File: src/rtl/mips_pkg.sv
// Shared types and constants for the instruction fetch front end.
package mips_pkg;

  typedef enum logic [1:0] {
    FETCH_IDLE   = 2'd0,
    FETCH_RUN    = 2'd1,
    FETCH_HALTED = 2'd2
  } fetch_state_t;

  localparam int unsigned INSTR_BYTES = 4;

endpackage

File: src/rtl/fetch_fifo.sv
// Synchronous FIFO buffering {pc, instr} entries between fetch and decode.
// Head read is zero when empty so downstream never sees stale storage.
module fetch_fifo #(
  parameter int unsigned DATA_WIDTH = 64,
  parameter int unsigned DEPTH      = 4
) (
  input  logic                  clk,
  input  logic                  rst,
  input  logic                  push,
  input  logic                  pop,
  input  logic                  flush,
  input  logic [DATA_WIDTH-1:0] wdata,
  output logic [DATA_WIDTH-1:0] rdata,
  output logic                  full,
  output logic                  empty
);

  localparam int unsigned PTR_W = $clog2(DEPTH);
  localparam int unsigned CNT_W = PTR_W + 1;

  logic [DATA_WIDTH-1:0] mem [DEPTH];
  logic [PTR_W-1:0]      wr_ptr;
  logic [PTR_W-1:0]      rd_ptr;
  logic [CNT_W-1:0]      count;
  logic                  do_push;
  logic                  do_pop;

  assign empty   = (count == '0);
  assign full    = (count == CNT_W'(DEPTH));
  assign do_pop  = pop & ~empty;
  // A full FIFO still accepts a write when the head leaves in the same cycle.
  assign do_push = push & (~full | do_pop);

  always_ff @(posedge clk or posedge rst) begin
    if (rst) begin
      wr_ptr <= '0;
      rd_ptr <= '0;
      count  <= '0;
    end else if (flush) begin
      wr_ptr <= '0;
      rd_ptr <= '0;
      count  <= '0;
    end else begin
      if (do_push) wr_ptr <= wr_ptr + PTR_W'(1);
      if (do_pop)  rd_ptr <= rd_ptr + PTR_W'(1);
      if (do_push && !do_pop)      count <= count + CNT_W'(1);
      else if (!do_push && do_pop) count <= count - CNT_W'(1);
    end
  end

  // Storage is not reset; empty gating on the read side hides its contents.
  always_ff @(posedge clk) begin
    if (do_push && !flush) mem[wr_ptr] <= wdata;
  end

  assign rdata = empty ? '0 : mem[rd_ptr];

endmodule

File: src/rtl/instr_fetch_ctrl.sv
// Fetch sequencer: owns the PC, addresses instr_mem and queues {pc, instr}
// toward decode, with start/halt control and flushing redirects.
module instr_fetch_ctrl
  import mips_pkg::*;
#(
  parameter int unsigned            ADDR_WIDTH  = 32,
  parameter int unsigned            INSTR_WIDTH = 32,
  parameter logic [ADDR_WIDTH-1:0]  RESET_PC    = '0,
  parameter int unsigned            FIFO_DEPTH  = 4
) (
  input  logic                   clk,
  input  logic                   rst,
  input  logic                   start,
  input  logic                   halt,
  input  logic                   redirect_valid,
  input  logic [ADDR_WIDTH-1:0]  redirect_pc,
  output logic [ADDR_WIDTH-1:0]  imem_addr,
  input  logic [INSTR_WIDTH-1:0] imem_instr,
  output logic                   out_valid,
  input  logic                   out_ready,
  output logic [INSTR_WIDTH-1:0] out_instr,
  output logic [ADDR_WIDTH-1:0]  out_pc,
  output logic                   running
);

  localparam int unsigned ENTRY_W = ADDR_WIDTH + INSTR_WIDTH;

  fetch_state_t          state;
  fetch_state_t          state_next;
  logic                  fetch_en;
  logic [ADDR_WIDTH-1:0] pc;
  logic [ADDR_WIDTH-1:0] redirect_aligned;
  logic                  push;
  logic                  pop;
  logic                  full;
  logic                  empty;
  logic [ENTRY_W-1:0]    head;

  always_ff @(posedge clk or posedge rst) begin
    if (rst) state <= FETCH_IDLE;
    else     state <= state_next;
  end

  // Halt wins over start; redirects never change the state.
  always_comb begin
    state_next = state;
    if (halt)       state_next = FETCH_HALTED;
    else if (start) state_next = FETCH_RUN;
  end

  always_comb begin
    running  = 1'b0;
    fetch_en = 1'b0;
    if (state == FETCH_RUN) begin
      running  = 1'b1;
      fetch_en = 1'b1;
    end
  end

  assign pop              = ~empty & out_ready;
  assign push             = fetch_en & ~redirect_valid & (~full | pop);
  assign redirect_aligned = redirect_pc & ~ADDR_WIDTH'(INSTR_BYTES - 1);

  always_ff @(posedge clk or posedge rst) begin
    if (rst)                 pc <= RESET_PC;
    else if (redirect_valid) pc <= redirect_aligned;
    else if (push)           pc <= pc + ADDR_WIDTH'(INSTR_BYTES);
  end

  assign imem_addr = pc;

  fetch_fifo #(
    .DATA_WIDTH (ENTRY_W),
    .DEPTH      (FIFO_DEPTH)
  ) u_fifo (
    .clk   (clk),
    .rst   (rst),
    .push  (push),
    .pop   (pop),
    .flush (redirect_valid),
    .wdata ({pc, imem_instr}),
    .rdata (head),
    .full  (full),
    .empty (empty)
  );

  assign out_valid = ~empty;
  assign out_pc    = head[ENTRY_W-1:INSTR_WIDTH];
  assign out_instr = head[INSTR_WIDTH-1:0];

endmodule

File: config.mk
export PLATFORM = sky130hd
export DESIGN_NAME = instr_fetch_ctrl
export DESIGN_NICKNAME = d
export VERILOG_FILES = /design/src/rtl/mips_pkg.sv /design/src/rtl/fetch_fifo.sv /design/src/rtl/instr_fetch_ctrl.sv
export SDC_FILE = /design/constraint.sdc
export NUM_CORES = 1
export LEC_CHECK = 0
export BUFFER_PORTS_ARGS = -buffer_cell sky130_fd_sc_hd__buf_4
export CAP_MARGIN = 0
export CORE_UTILIZATION = 51
export DETAILED_ROUTE_END_ITERATION = 8
export PLACE_DENSITY_LB_ADDON = 0.3
export SLEW_MARGIN = 15
export SYNTH_ARGS = -nofsm -noshare
export SYNTH_HDL_FRONTEND = slang
export SYNTH_SLANG_ARGS = --single-unit
File: constraint.sdc
create_clock -name clk -period 2.9 [get_ports clk]
set_clock_uncertainty 0.1 [all_clocks]
set_input_delay 0.145 -clock clk [delete_from_list [all_inputs] [get_ports clk]]
set_output_delay 0.145 -clock clk [all_outputs]
set_load 0.1 [all_outputs]
== Yosys cells after proc, flatten, opt, wreduce, memory -nomap -nowiden ==
Memory sizes are Yosys's and may differ from the RTL's.
Index checks and enable logic that the tools add are counted.
Operators by class
  order comparisons: 0
  mux-type cells: 15
  add/subtract/negate cells: 5
  divide/modulo/power cells: 0
  $mul: 0
  shift operators: 0
  equal/unequal tests: 2
  reductions and logical operators: 12
  bitwise operators: 10
Operator list (number)
  32-bit 2-to-1 mux: 2
  64-bit 2-to-1 mux: 1
  32-bit by 3-bit adder with 32-bit output (second input constant): 1
  2-bit 2-to-1 mux: 6
  3-bit 2-to-1 mux: 3
  2-bit nonzero test: 4
  1-bit bitwise AND: 5
  2-bit by 1-bit adder with 2-bit output (second input constant): 2
  3-bit by 1-bit adder with 3-bit output (second input constant): 1
  3-bit equality test (second input constant): 1
  1-bit logical AND: 3
  1-bit zero test: 3
  3-bit zero test: 1
  1-bit 2-to-1 mux: 3
  1-bit NOT: 3
  3-bit nonzero test: 1
  3-bit by 1-bit subtractor with 3-bit output (second input constant): 1
  2-bit by 1-bit equality test with 1-bit output (second input constant): 1
  1-bit bitwise OR: 2
Word-level totals
  latch bits: 0
  output and inout port bits: 98
  bits in read-only memories: 0
  memories kept: 1
  input port bits: 70
  bits in registers: 41
  bits in writable memories: 256
  logic and storage cells: 50
Memory list
  u_fifo.mem: words 4, bits a word 64, rd ports 1, clocked after memory_dff 0, write ports 1, line fetch_fifo.sv:21  | logic [DATA_WIDTH-1:0] mem [DEPTH];

== Depth between registers and ports, before layout ==
Gate-level depths: netlist of run 1.
  word-level depth: 11
  gate-level depth with buffers: 9
  depth with buffers taken out: 9

== Hierarchy ==
A second synthesis of run 1 with hierarchy kept.
Second synthesis, totals
  cells, all modules: 691
  area total of the unflattened synthesis: 12159.2 um2
Modules (own cells, without submodules)
  fetch_fifo: instances 1, area each 10233.6 um2, sequential area each 7862.5 um2, cells each 469
  instr_fetch_ctrl: instances 1, area each 1925.6 um2, sequential area each 800.8 um2, cells each 222

== Least setup slack after synthesis of run 1 ==
Ideal clock, no wire load.
  path kind: register to register
  start: register state[1]
  end: memory u_fifo.mem[0][0] (enable)
  required time: 2.373 ns
  stages on the path, launching flop included: 6
  clock period less this slack: 3.702 ns
  slack: -0.802 ns
  path buffers: 0
  library setup time: 0.427 ns
  arrival: 3.175 ns
  cells stage by stage: dfrtp_1 -> nand2b_1 -> inv_1 -> nand2b_1 -> nor2_1 -> and2_1
Between the ends
  longest elaborated chain between the ends: 8
RTL lines
  from (decl): line instr_fetch_ctrl.sv:28  | fetch_state_t state;
  from (signal assigned): line instr_fetch_ctrl.sv:41  | else state <= state_next;
  2-bit by 1-bit equality test with 1-bit output: line instr_fetch_ctrl.sv:54  | if (state == FETCH_RUN) begin
  1-bit 2-to-1 mux
  net running: line instr_fetch_ctrl.sv:23  | output logic running
  1-bit bitwise AND (2 in a row): line instr_fetch_ctrl.sv:61  | assign push = fetch_en & ~redirect_valid & (~full | pop);
  1-bit bitwise AND: line fetch_fifo.sv:32  | assign do_push = push & (~full | do_pop);
  1-bit logical AND: line fetch_fifo.sv:53  | if (do_push && !flush) mem[wr_ptr] <= wdata;
  1-bit 2-to-1 mux: line fetch_fifo.sv:53
  1-bit 2-to-1 mux (not written as such): line fetch_fifo.sv:53
  to (decl): line fetch_fifo.sv:21
The timed path passes the listed nets, and every way through them passes these cells.

== Worst setup path in the final report of run 1 ==
  start: register u_fifo.rd_ptr[0]
  end: output port out_pc[12]
Between the ends
  longest elaborated chain between the ends: 2
RTL lines
  from (decl): line fetch_fifo.sv:23  | logic [PTR_W-1:0] rd_ptr;
  from (signal assigned): line fetch_fifo.sv:45  | if (do_pop) rd_ptr <= rd_ptr + PTR_W'(1);
  memory 4 x 64 bit
  64-bit 2-to-1 mux: line fetch_fifo.sv:56  | assign rdata = empty ? '0 : mem[rd_ptr];
  to (decl): line instr_fetch_ctrl.sv:22  | output logic [ADDR_WIDTH-1:0] out_pc,
Every way passes these cells.

==> qor.json, run 1 <==
{
  "die_footprint": {"value": 23400, "unit": "um2"},
  "routed_wirelength": {"value": 24300, "unit": "um"},
  "yosys.area_share.xor_xnor": {"value": 0.0264},
  "core_area": {"value": 22100, "unit": "um2"},
  "num_rows": {"value": 54},
  "total_number_of_yosys_warnings": {"value": 0},
  "x_dimension_of_the_die": {"value": 153, "unit": "um"},
  "tritoncts": {"value": "built"},
  "mostFrequentLayoutCells": {"value": "sky130_fd_sc_hd__edfxtp_1 (248), sky130_fd_sc_hd__buf_4 (178), sky130_fd_sc_hd__dlygate4sd3_1 (67)"},
  "antenna_violating_nets_post_route": {"value": 0},
  "yosys.cell_types.count": {"value": 40},
  "grt_pass1_vias": {"value": 7030},
  "synth_area": {"value": 11600, "unit": "um2"},
  "run_status": {"value": "complete, no violations"},
  "r2r_slack": {"value": 0.34, "unit": "ns"},
  "synthAdderAreaFrac": {"value": 0.00712},
  "antenna_cells": {"value": 0},
  "setup_tns": {"value": 0, "unit": "ns"},
  "power-per-cell-area": {"value": 998, "unit": "nW/um2"},
  "io_buffers": {"value": 161},
  "root_buffer": {"value": "sky130_fd_sc_hd__clkbuf_16"},
  "grt_start_max_net_pins": {"value": 70},
  "detailedRoute.firstPassIterationCount": {"value": 5},
  "drv.max_cap_violation_count": {"value": 0},
  "drt-wirelength-per-cell": {"value": 20.3, "unit": "um"},
  "layout_commonest_cell": {"value": "sky130_fd_sc_hd__edfxtp_1"},
  "wire_length_of_the_first_global_routing_pass": {"value": 38300, "unit": "um"},
  "sequential_cell_area": {"value": 8430, "unit": "um2"},
  "criticalPathCategory": {"value": "flip-flop to output port"},
  "synth.yosys.seq_area_share": {"value": 0.726},
  "dp.cells": {"value": 1069},
  "cts_max_path_buffers": {"value": 3},
  "cts_htree_levels": {"value": 1},
  "timing.final.hold_violations": {"value": 0},
  "post_cts.resized_instances": {"value": 0},
  "topRoutingLayerUsed": {"value": "met4"},
  "worst_skew_pair.late_latency": {"value": 0.53, "unit": "ns"},
  "antenna_found_initial": {"value": 0},
  "via_count_normalized_by_instance_count": {"value": 5.51},
  "worst_slack": {"value": 0.291, "unit": "ns"},
  "final_layout_size_suffix_gt1_frac": {"value": 0.323},
  "preCtsSetupSlack": {"value": 0.404, "unit": "ns"},
  "crit_path_start_kind": {"value": "flip-flop"},
  "finalNonFillerCells": {"value": 1196},
  "die-height": {"value": 153, "unit": "um"},
  "met2RoutedLength": {"value": 12000, "unit": "um"},
  "dp_hpwl": {"value": 14500, "unit": "um"},
  "globalplace.congestion": {"value": 0.798},
  "clk_pin_slew": {"value": 0.06, "unit": "ns"},
  "cp_max_fo": {"value": 13},
  "floorplan.io_pins": {"value": 168},
  "syn_area_per_cell": {"value": 18.0, "unit": "um2"},
  "worst_ep_arrival_time": {"value": 2.36, "unit": "ns"},
  "layout-area-overhead-vs-synth": {"value": 28.3, "unit": "%"},
  "synth_top_family_by_area": {"value": "multiplexers"},
  "track_usage": {"value": 0.212},
  "drt_iter0_drc": {"value": 401},
  "timing.hold.worst.class": {"value": "input port to flip-flop"},
  "global_route.overflow_total": {"value": 0},
  "max-vdd-ir-drop": {"value": 0.687, "unit": "mV"},
  "synth_simple_gate_area_share": {"value": 0.0840},
  "num-nets-final": {"value": 971},
  "post_synth_inst_count": {"value": 645},
  "maxSlewViolCount": {"value": 0},
  "leakage": {"value": 5.32, "unit": "nW"},
  "synth-compound-area-share": {"value": 0.0179},
  "least_margin_pin_slew": {"value": 0.871, "unit": "ns"},
  "cts_inserted_buffers": {"value": 29},
  "final.min_clock_period": {"value": 2.61, "unit": "ns"},
  "grt_setup_unrepaired": {"value": "no"},
  "synthMuxAreaShare": {"value": 0.121},
  "timing.critical_path.to_type": {"value": "output port"},
  "maxSlewHeadroom": {"value": 0.419},
  "critPathRequiredTime": {"value": 2.65, "unit": "ns"},
  "tritoncts_num_sinks": {"value": 287},
  "drc_errors": {"value": 0},
  "multi_input_comb_area": {"value": 3000, "unit": "um2"},
  "fill_cells": {"value": 1471},
  "fmax": {"value": 383, "unit": "MHz"},
  "setup-violations-final": {"value": 0},
  "synth-seq-cells": {"value": 287},
  "min_period_over_period": {"value": 0.900},
  "via_count": {"value": 6591},
  "finalHoldWorstSlack": {"value": 0.0280, "unit": "ns"},
  "floorplan.initialDensity": {"value": 0.525},
  "drt-met1-wl": {"value": 10500, "unit": "um"},
  "wl_met3": {"value": 1280, "unit": "um"}
}
-- per-stage QoR --
step	util	total power, mW	cell area, um2
after floorplan	-	9.93	11600
after global placement	0.599	11.2	13200
after detailed placement	0.599	11.3	13200
after CTS	0.671	14.9	14800
after global routing	0.674	15.3	14900
final	0.674	14.9	14900
-- sequential cells by signal (all words and copies together) (netlist names) --
register,cells
imem_addr,30
state,2
u_fifo.count,3
u_fifo.mem,248
u_fifo.rd_ptr,2
u_fifo.wr_ptr,2
-- synth_stat cells --
cell type,n,area share
sky130_fd_sc_hd__nand3_1,10,0.0043
sky130_fd_sc_hd__nor4_2,1,0.0011
sky130_fd_sc_hd__nor3_1,3,0.0013
sky130_fd_sc_hd__a211oi_1,1,0.00065
sky130_fd_sc_hd__nor4_4,1,0.0018
sky130_fd_sc_hd__nor4_1,1,0.00054
sky130_fd_sc_hd__clkbuf_1,20,0.0065
sky130_fd_sc_hd__nor2_1,14,0.0045
sky130_fd_sc_hd__nand4_2,1,0.0011
sky130_fd_sc_hd__a21o_1,1,0.00065
sky130_fd_sc_hd__nand4b_1,1,0.00075
sky130_fd_sc_hd__buf_4,5,0.0032
sky130_fd_sc_hd__o21ai_0,16,0.0069
sky130_fd_sc_hd__o21ai_1,15,0.0065
sky130_fd_sc_hd__mux2i_1,1,0.00086
sky130_fd_sc_hd__nand2_1,40,0.013
sky130_fd_sc_hd__a2111o_1,1,0.00097
sky130_fd_sc_hd__a21oi_1,2,0.00086
sky130_fd_sc_hd__xnor2_1,10,0.0075
sky130_fd_sc_hd__buf_1,2,0.00065
sky130_fd_sc_hd__mux4_2,62,0.12
sky130_fd_sc_hd__xor2_1,25,0.019
sky130_fd_sc_hd__buf_6,1,0.00097
sky130_fd_sc_hd__nand4_1,18,0.0097
sky130_fd_sc_hd__and2_1,68,0.037
sky130_fd_sc_hd__nand2b_1,2,0.0011
sky130_fd_sc_hd__ha_1,5,0.0054
sky130_fd_sc_hd__or3_1,2,0.0011
sky130_fd_sc_hd__dfrtp_1,39,0.084
sky130_fd_sc_hd__nor4b_4,1,0.0020
sky130_fd_sc_hd__conb_1,1,0.00032
sky130_fd_sc_hd__o31a_1,1,0.00075
sky130_fd_sc_hd__nand3b_1,1,0.00065
sky130_fd_sc_hd__buf_2,8,0.0034
sky130_fd_sc_hd__o31ai_1,1,0.00065
sky130_fd_sc_hd__and3_1,4,0.0022
sky130_fd_sc_hd__and4_1,3,0.0023
sky130_fd_sc_hd__inv_1,8,0.0026
sky130_fd_sc_hd__fa_1,1,0.0017
sky130_fd_sc_hd__edfxtp_1,248,0.64
-- power breakdown --
part | internal (mW) | leakage (nW) | switching [mW] | total [mW]
logic | 1.67 | 2.15 | 4.78 | 6.46
registers | 4.61 | 2.72 | 0.205 | 4.82
clock network | 2.13 | 0.448 | 1.46 | 3.59
total | 8.41 | 5.32 | 6.45 | 14.9
-- per-layer routing --
| metal | global-route usage | vias to the layer above |
|---|---|---|
| met4 | 0.0500 | 0 |
| met5 | 0 | - |
| li1 | - | 2986 |
| met3 | 0.0352 | 38 |
| met2 | 0.356 | 221 |
| met1 | 0.293 | 3346 |
-- logic make-up after synthesis --
kind of cell	Yosys count
compound gates	38
xor+xnor	35
fa+ha+maj	6
buf+inv	44
flops	287
mux	63
other cells	1
simple gates	171
-- critical path, stage by stage (launching register included) --
cell and delay, ns:
sky130_fd_sc_hd__dfrtp_4 0.56, sky130_fd_sc_hd__buf_4 0.33, sky130_fd_sc_hd__mux4_2 0.54, sky130_fd_sc_hd__and2_1 0.18, sky130_fd_sc_hd__buf_4 0.23
-- worst paths after layout --
kind | startpoint | endpoint | depth (start not counted)
setup / recovery | u_fifo.rd_ptr[0] | out_pc[12] | 4
hold / removal | redirect_valid | imem_addr[20] | 3
setup reg to reg | u_fifo.count[0] | u_fifo.count[2] | 7
hold reg to reg | state[1] | state[1] | 1
max in group asynchronous | rst | u_fifo.count[0] | 4
min in group asynchronous | rst | state[0] | 3
-- final cells by class --
type / count / area share
Sequential cell: 287 / 0.566
Clock inverter: 9 / 0.00462
Timing Repair Buffer: 252 / 0.144
Multi-Input combinational cell: 317 / 0.202
Clock buffer: 43 / 0.0578
Inverter: 8 / 0.00202
Tap cell: 280 / 0.0235
-- timing repair --
action | 4_1_cts | 5_1_grt
setup buffers | 0 | 8
hold endpoints to repair | 182 | 0
hold buffers | 67 | 0
endpoints found under the setup margin | 0 | 10
(Power assumes the default switching activity.)
==> run 2: changes to the inputs <==
Settings changed: CORE_ASPECT_RATIO set to 1.2, CORE_MARGIN set to 3, CORE_UTILIZATION 51 to 61.
Clock period 2.9 ns to 3.3 ns, I/O delays scaled along.
==> qor.json, run 2 (same netlist as run 1, synthesis figures left out) <==
{
  "reg_to_reg_end": {"value": "u_fifo.mem[0][28]"},
  "drt-wirelength-per-cell": {"value": 21.7, "unit": "um", "change": "+7.0%"},
  "wire_length_of_the_first_global_routing_pass": {"value": 39600, "unit": "um", "change": "+3.4%"},
  "power-per-cell-area": {"value": 893, "unit": "nW/um2", "change": "-11%"},
  "mostFrequentLayoutCells": {"value": "sky130_fd_sc_hd__edfxtp_1 (248), sky130_fd_sc_hd__buf_4 (168), sky130_fd_sc_hd__dlygate4sd3_1 (67)"},
  "p_comb_frac": {"value": 0.426, "change": "-0.008"},
  "setup_tns": {"value": 0, "unit": "ns", "change": "unchanged"},
  "clk_pin_slew": {"value": 0.06, "unit": "ns", "change": "about the same"},
  "multi_input_comb_area": {"value": 3000, "unit": "um2", "change": "unchanged"},
  "floorplan.io_pins": {"value": 168, "change": "unchanged"},
  "share_seq_of_total_power": {"value": 0.320, "change": "-0.004"},
  "cts_htree_levels": {"value": 1, "change": "unchanged"},
  "globalplace.congestion": {"value": 0.803, "change": "+0.61%"},
  "setup-violations-final": {"value": 0, "change": "unchanged"},
  "cp.buffers_inverters": {"value": 1, "change": "-1"},
  "post-cts-setup-buffers": {"value": 0, "change": "unchanged"},
  "antenna_found_initial": {"value": 1, "change": "+1"},
  "worst_slack": {"value": 0.443, "unit": "ns", "change": "+0.152 ns"},
  "least_margin_pin_slew": {"value": 1.06, "unit": "ns", "change": "+0.185 ns"},
  "worst_skew_pair.late_latency": {"value": 0.52, "unit": "ns", "change": "about the same"},
  "worstHoldPathCells": {"value": 3, "change": "unchanged"},
  "floorplan.initialDensity": {"value": 0.629, "change": "+0.104"},
  "hold_wc_startpoint": {"value": "redirect_valid"},
  "track_usage": {"value": 0.247, "change": "+0.0347"},
  "tritoncts_num_sinks": {"value": 287, "change": "unchanged"},
  "via_count": {"value": 6697, "change": "+1.6%"},
  "die-height": {"value": 157, "unit": "um", "change": "+2.8%"},
  "endpoint_of_the_worst_hold_path": {"value": "imem_addr[29]"},
  "swShare": {"value": 0.431, "change": "-0.00261"},
  "r2r_slack": {"value": 0.68, "unit": "ns", "change": "+0.34 ns"},
  "layout_commonest_cell": {"value": "sky130_fd_sc_hd__edfxtp_1"},
  "critPathRequiredTime": {"value": 3.03, "unit": "ns", "change": "+0.38 ns"},
  "drt_iter0_drc": {"value": 465, "change": "+16%"},
  "timing.critical_path.max_delay_family": {"value": "simple AND/OR/NAND/NOR gates"},
  "timing.hold.worst.class": {"value": "input port to flip-flop"},
  "run_status": {"value": "complete, no violations"},
  "x_dimension_of_the_die": {"value": 132, "unit": "um", "change": "-14%"},
  "cp_cell_sequence": {"value": "or3_2 > and2_1 > buf_4"},
  "cts_inserted_buffers": {"value": 27, "change": "-6.9%"},
  "drc_errors": {"value": 0, "change": "unchanged"},
  "final.min_clock_period": {"value": 2.86, "unit": "ns"},
  "min_period_over_period": {"value": 0.866},
  "num-nets-final": {"value": 957, "change": "-1.4%"},
  "maxSlewHeadroom": {"value": 0.297, "change": "-0.122"},
  "sequential_cell_area": {"value": 8430, "unit": "um2", "change": "about the same"},
  "slowest_delay": {"value": 0.97, "unit": "ns", "change": "+0.41 ns"},
  "detailedRoute.firstPassIterationCount": {"value": 5, "change": "unchanged"},
  "pwr_total": {"value": 13.2, "unit": "mW", "change": "-11%"},
  "routed_wirelength": {"value": 25100, "unit": "um", "change": "+3.3%"},
  "power_frac_clock": {"value": 0.254, "change": "+0.012"},
  "max-vdd-ir-drop": {"value": 0.617, "unit": "mV", "change": "-10%"},
  "final_layout_size_suffix_gt1_frac": {"value": 0.322, "change": "-0.00128"},
  "grt_setup_unrepaired": {"value": "no"},
  "timing.critical_path.slowest_stage_cell": {"value": "sky130_fd_sc_hd__or3_2"},
  "power_switching": {"value": 5.70, "unit": "mW", "change": "-12%"},
  "largest-register": {"value": "u_fifo.mem"},
  "drv.max_cap_violation_count": {"value": 0, "change": "unchanged"},
  "final_util": {"value": 0.802, "change": "+0.128"},
  "layout-area-overhead-vs-synth": {"value": 27.4, "unit": "%"},
  "cts_max_path_buffers": {"value": 3, "change": "unchanged"},
  "antenna_violating_nets_post_route": {"value": 0, "change": "unchanged"},
  "grt_start_max_net_pins": {"value": 70, "change": "unchanged"},
  "via_count_normalized_by_instance_count": {"value": 5.80, "change": "+5.3%"},
  "leakage": {"value": 5.28, "unit": "nW", "change": "-0.73%"},
  "io_buffers": {"value": 161, "change": "unchanged"},
  "preCtsSetupSlack": {"value": 0.752, "unit": "ns", "change": "+0.348 ns"},
  "crit-reg2reg-launch": {"value": "state[1]"},
  "core_area": {"value": 18400, "unit": "um2", "change": "-17%"},
  "dp_hpwl": {"value": 14400, "unit": "um", "change": "-0.70%"},
  "timing.final.hold_violations": {"value": 0, "change": "unchanged"},
  "criticalPathCategory": {"value": "flip-flop to output port"},
  "crit_path_start_kind": {"value": "flip-flop"},
  "die_footprint": {"value": 20700, "unit": "um2", "change": "-11%"},
  "tritoncts": {"value": "built"},
  "r2r_cell_count": {"value": 6, "change": "-1"},
  "maxSlewViolCount": {"value": 0, "change": "unchanged"},
  "root_buffer": {"value": "sky130_fd_sc_hd__clkbuf_16"},
  "worst_ep_arrival_time": {"value": 2.59, "unit": "ns", "change": "+0.23 ns"},
  "num_rows": {"value": 54, "change": "unchanged"},
  "largest_reg_flops": {"value": 248, "change": "unchanged"},
  "internal_power": {"value": 7.51, "unit": "mW", "change": "-11%"},
  "fmax": {"value": 350, "unit": "MHz"},
  "global_route.overflow_total": {"value": 0, "change": "unchanged"},
  "fill_cells": {"value": 942, "change": "-36%"},
  "timing.critical_path.to_type": {"value": "output port"},
  "cp_max_fo": {"value": 63, "change": "+50"},
  "grt_pass1_vias": {"value": 7162, "change": "+1.9%"}
}
## run 2: cell count changes in the layout (fill, tap and decap cells not counted), sizes merged
cell | previous run | this run
buf | 185 | 173
diode | 0 | 1
clkinv | 6 | 11
bufinv | 1 | 7
clkbuf | 43 | 30
inv | 9 | 8
## run 2: worst register-to-register path, delay by kind of cell, from the launching register on
| family | cells | cell delay (ns) |
|---|---|---|
| simple gates | 4 | 1.30 |
| flops | 1 | 0.41 |
| buf+inv | 2 | 0.50 |
## run 2: per-stage QoR
stage          area (um2)  cells  hold WS, ns
4_1_cts             14800   1153       0.0406
3_3_place_gp        13100   1037        0.228
5_1_grt             14800   1154       0.0888
2_1_floorplan       11600    648        0.131
6_report            14800   1154       0.0610
3_5_place_dp        13100   1037        0.239
## run 2: worst max path at each step
stage	slack [ns]	depth (start not counted)	endpoint	startpoint
finish	0.44	3	out_pc[27]	u_fifo.count[0]
global route	0.32	3	out_pc[30]	u_fifo.count[0]
CTS	0.39	3	out_pc[19]	u_fifo.count[0]
detailed placement	0.75	6	u_fifo.mem[0][22]	state[1]
global placement	0.85	6	u_fifo.mem[2][53]	state[1]
floorplan	0.27	5	u_fifo.mem[0][0]	state[1]
## run 2: area by class of cell
type / instances / share of cell area
Multi-Input combinational cell: 317 / 0.203
Tap cell: 252 / 0.0213
Timing Repair Buffer: 240 / 0.137
Antenna cell: 1 / 0.000169
Inverter: 8 / 0.00203
Clock inverter: 19 / 0.0187
Sequential cell: 287 / 0.570
Clock buffer: 30 / 0.0471
## run 2: routing by layer
metal / up-vias / global-route usage / routed length [um]
met5: - / 0 / 0
met4: 0 / 0.0860 / 710
met3: 59 / 0.0428 / 1770
met2: 331 / 0.433 / 13300
met1: 3341 / 0.318 / 9310
li1: 2966 / - / -
## run 2: power groups by stage
stage	Clock (mW)	Sequential (mW)	Combinational (mW)
3_5_place_dp	0	4.30	5.57
2_1_floorplan	0	4.46	4.27
6_report	3.35	4.23	5.62
5_1_grt	3.55	4.25	5.82
3_3_place_gp	0	4.29	5.53
4_1_cts	3.40	4.23	5.66
## run 2: timing repair
item,4_1_cts,5_1_grt
hold buffers,67,0
setup endpoints to repair,0,0
endpoints found under the hold margin,180,0
resized for setup,0,0
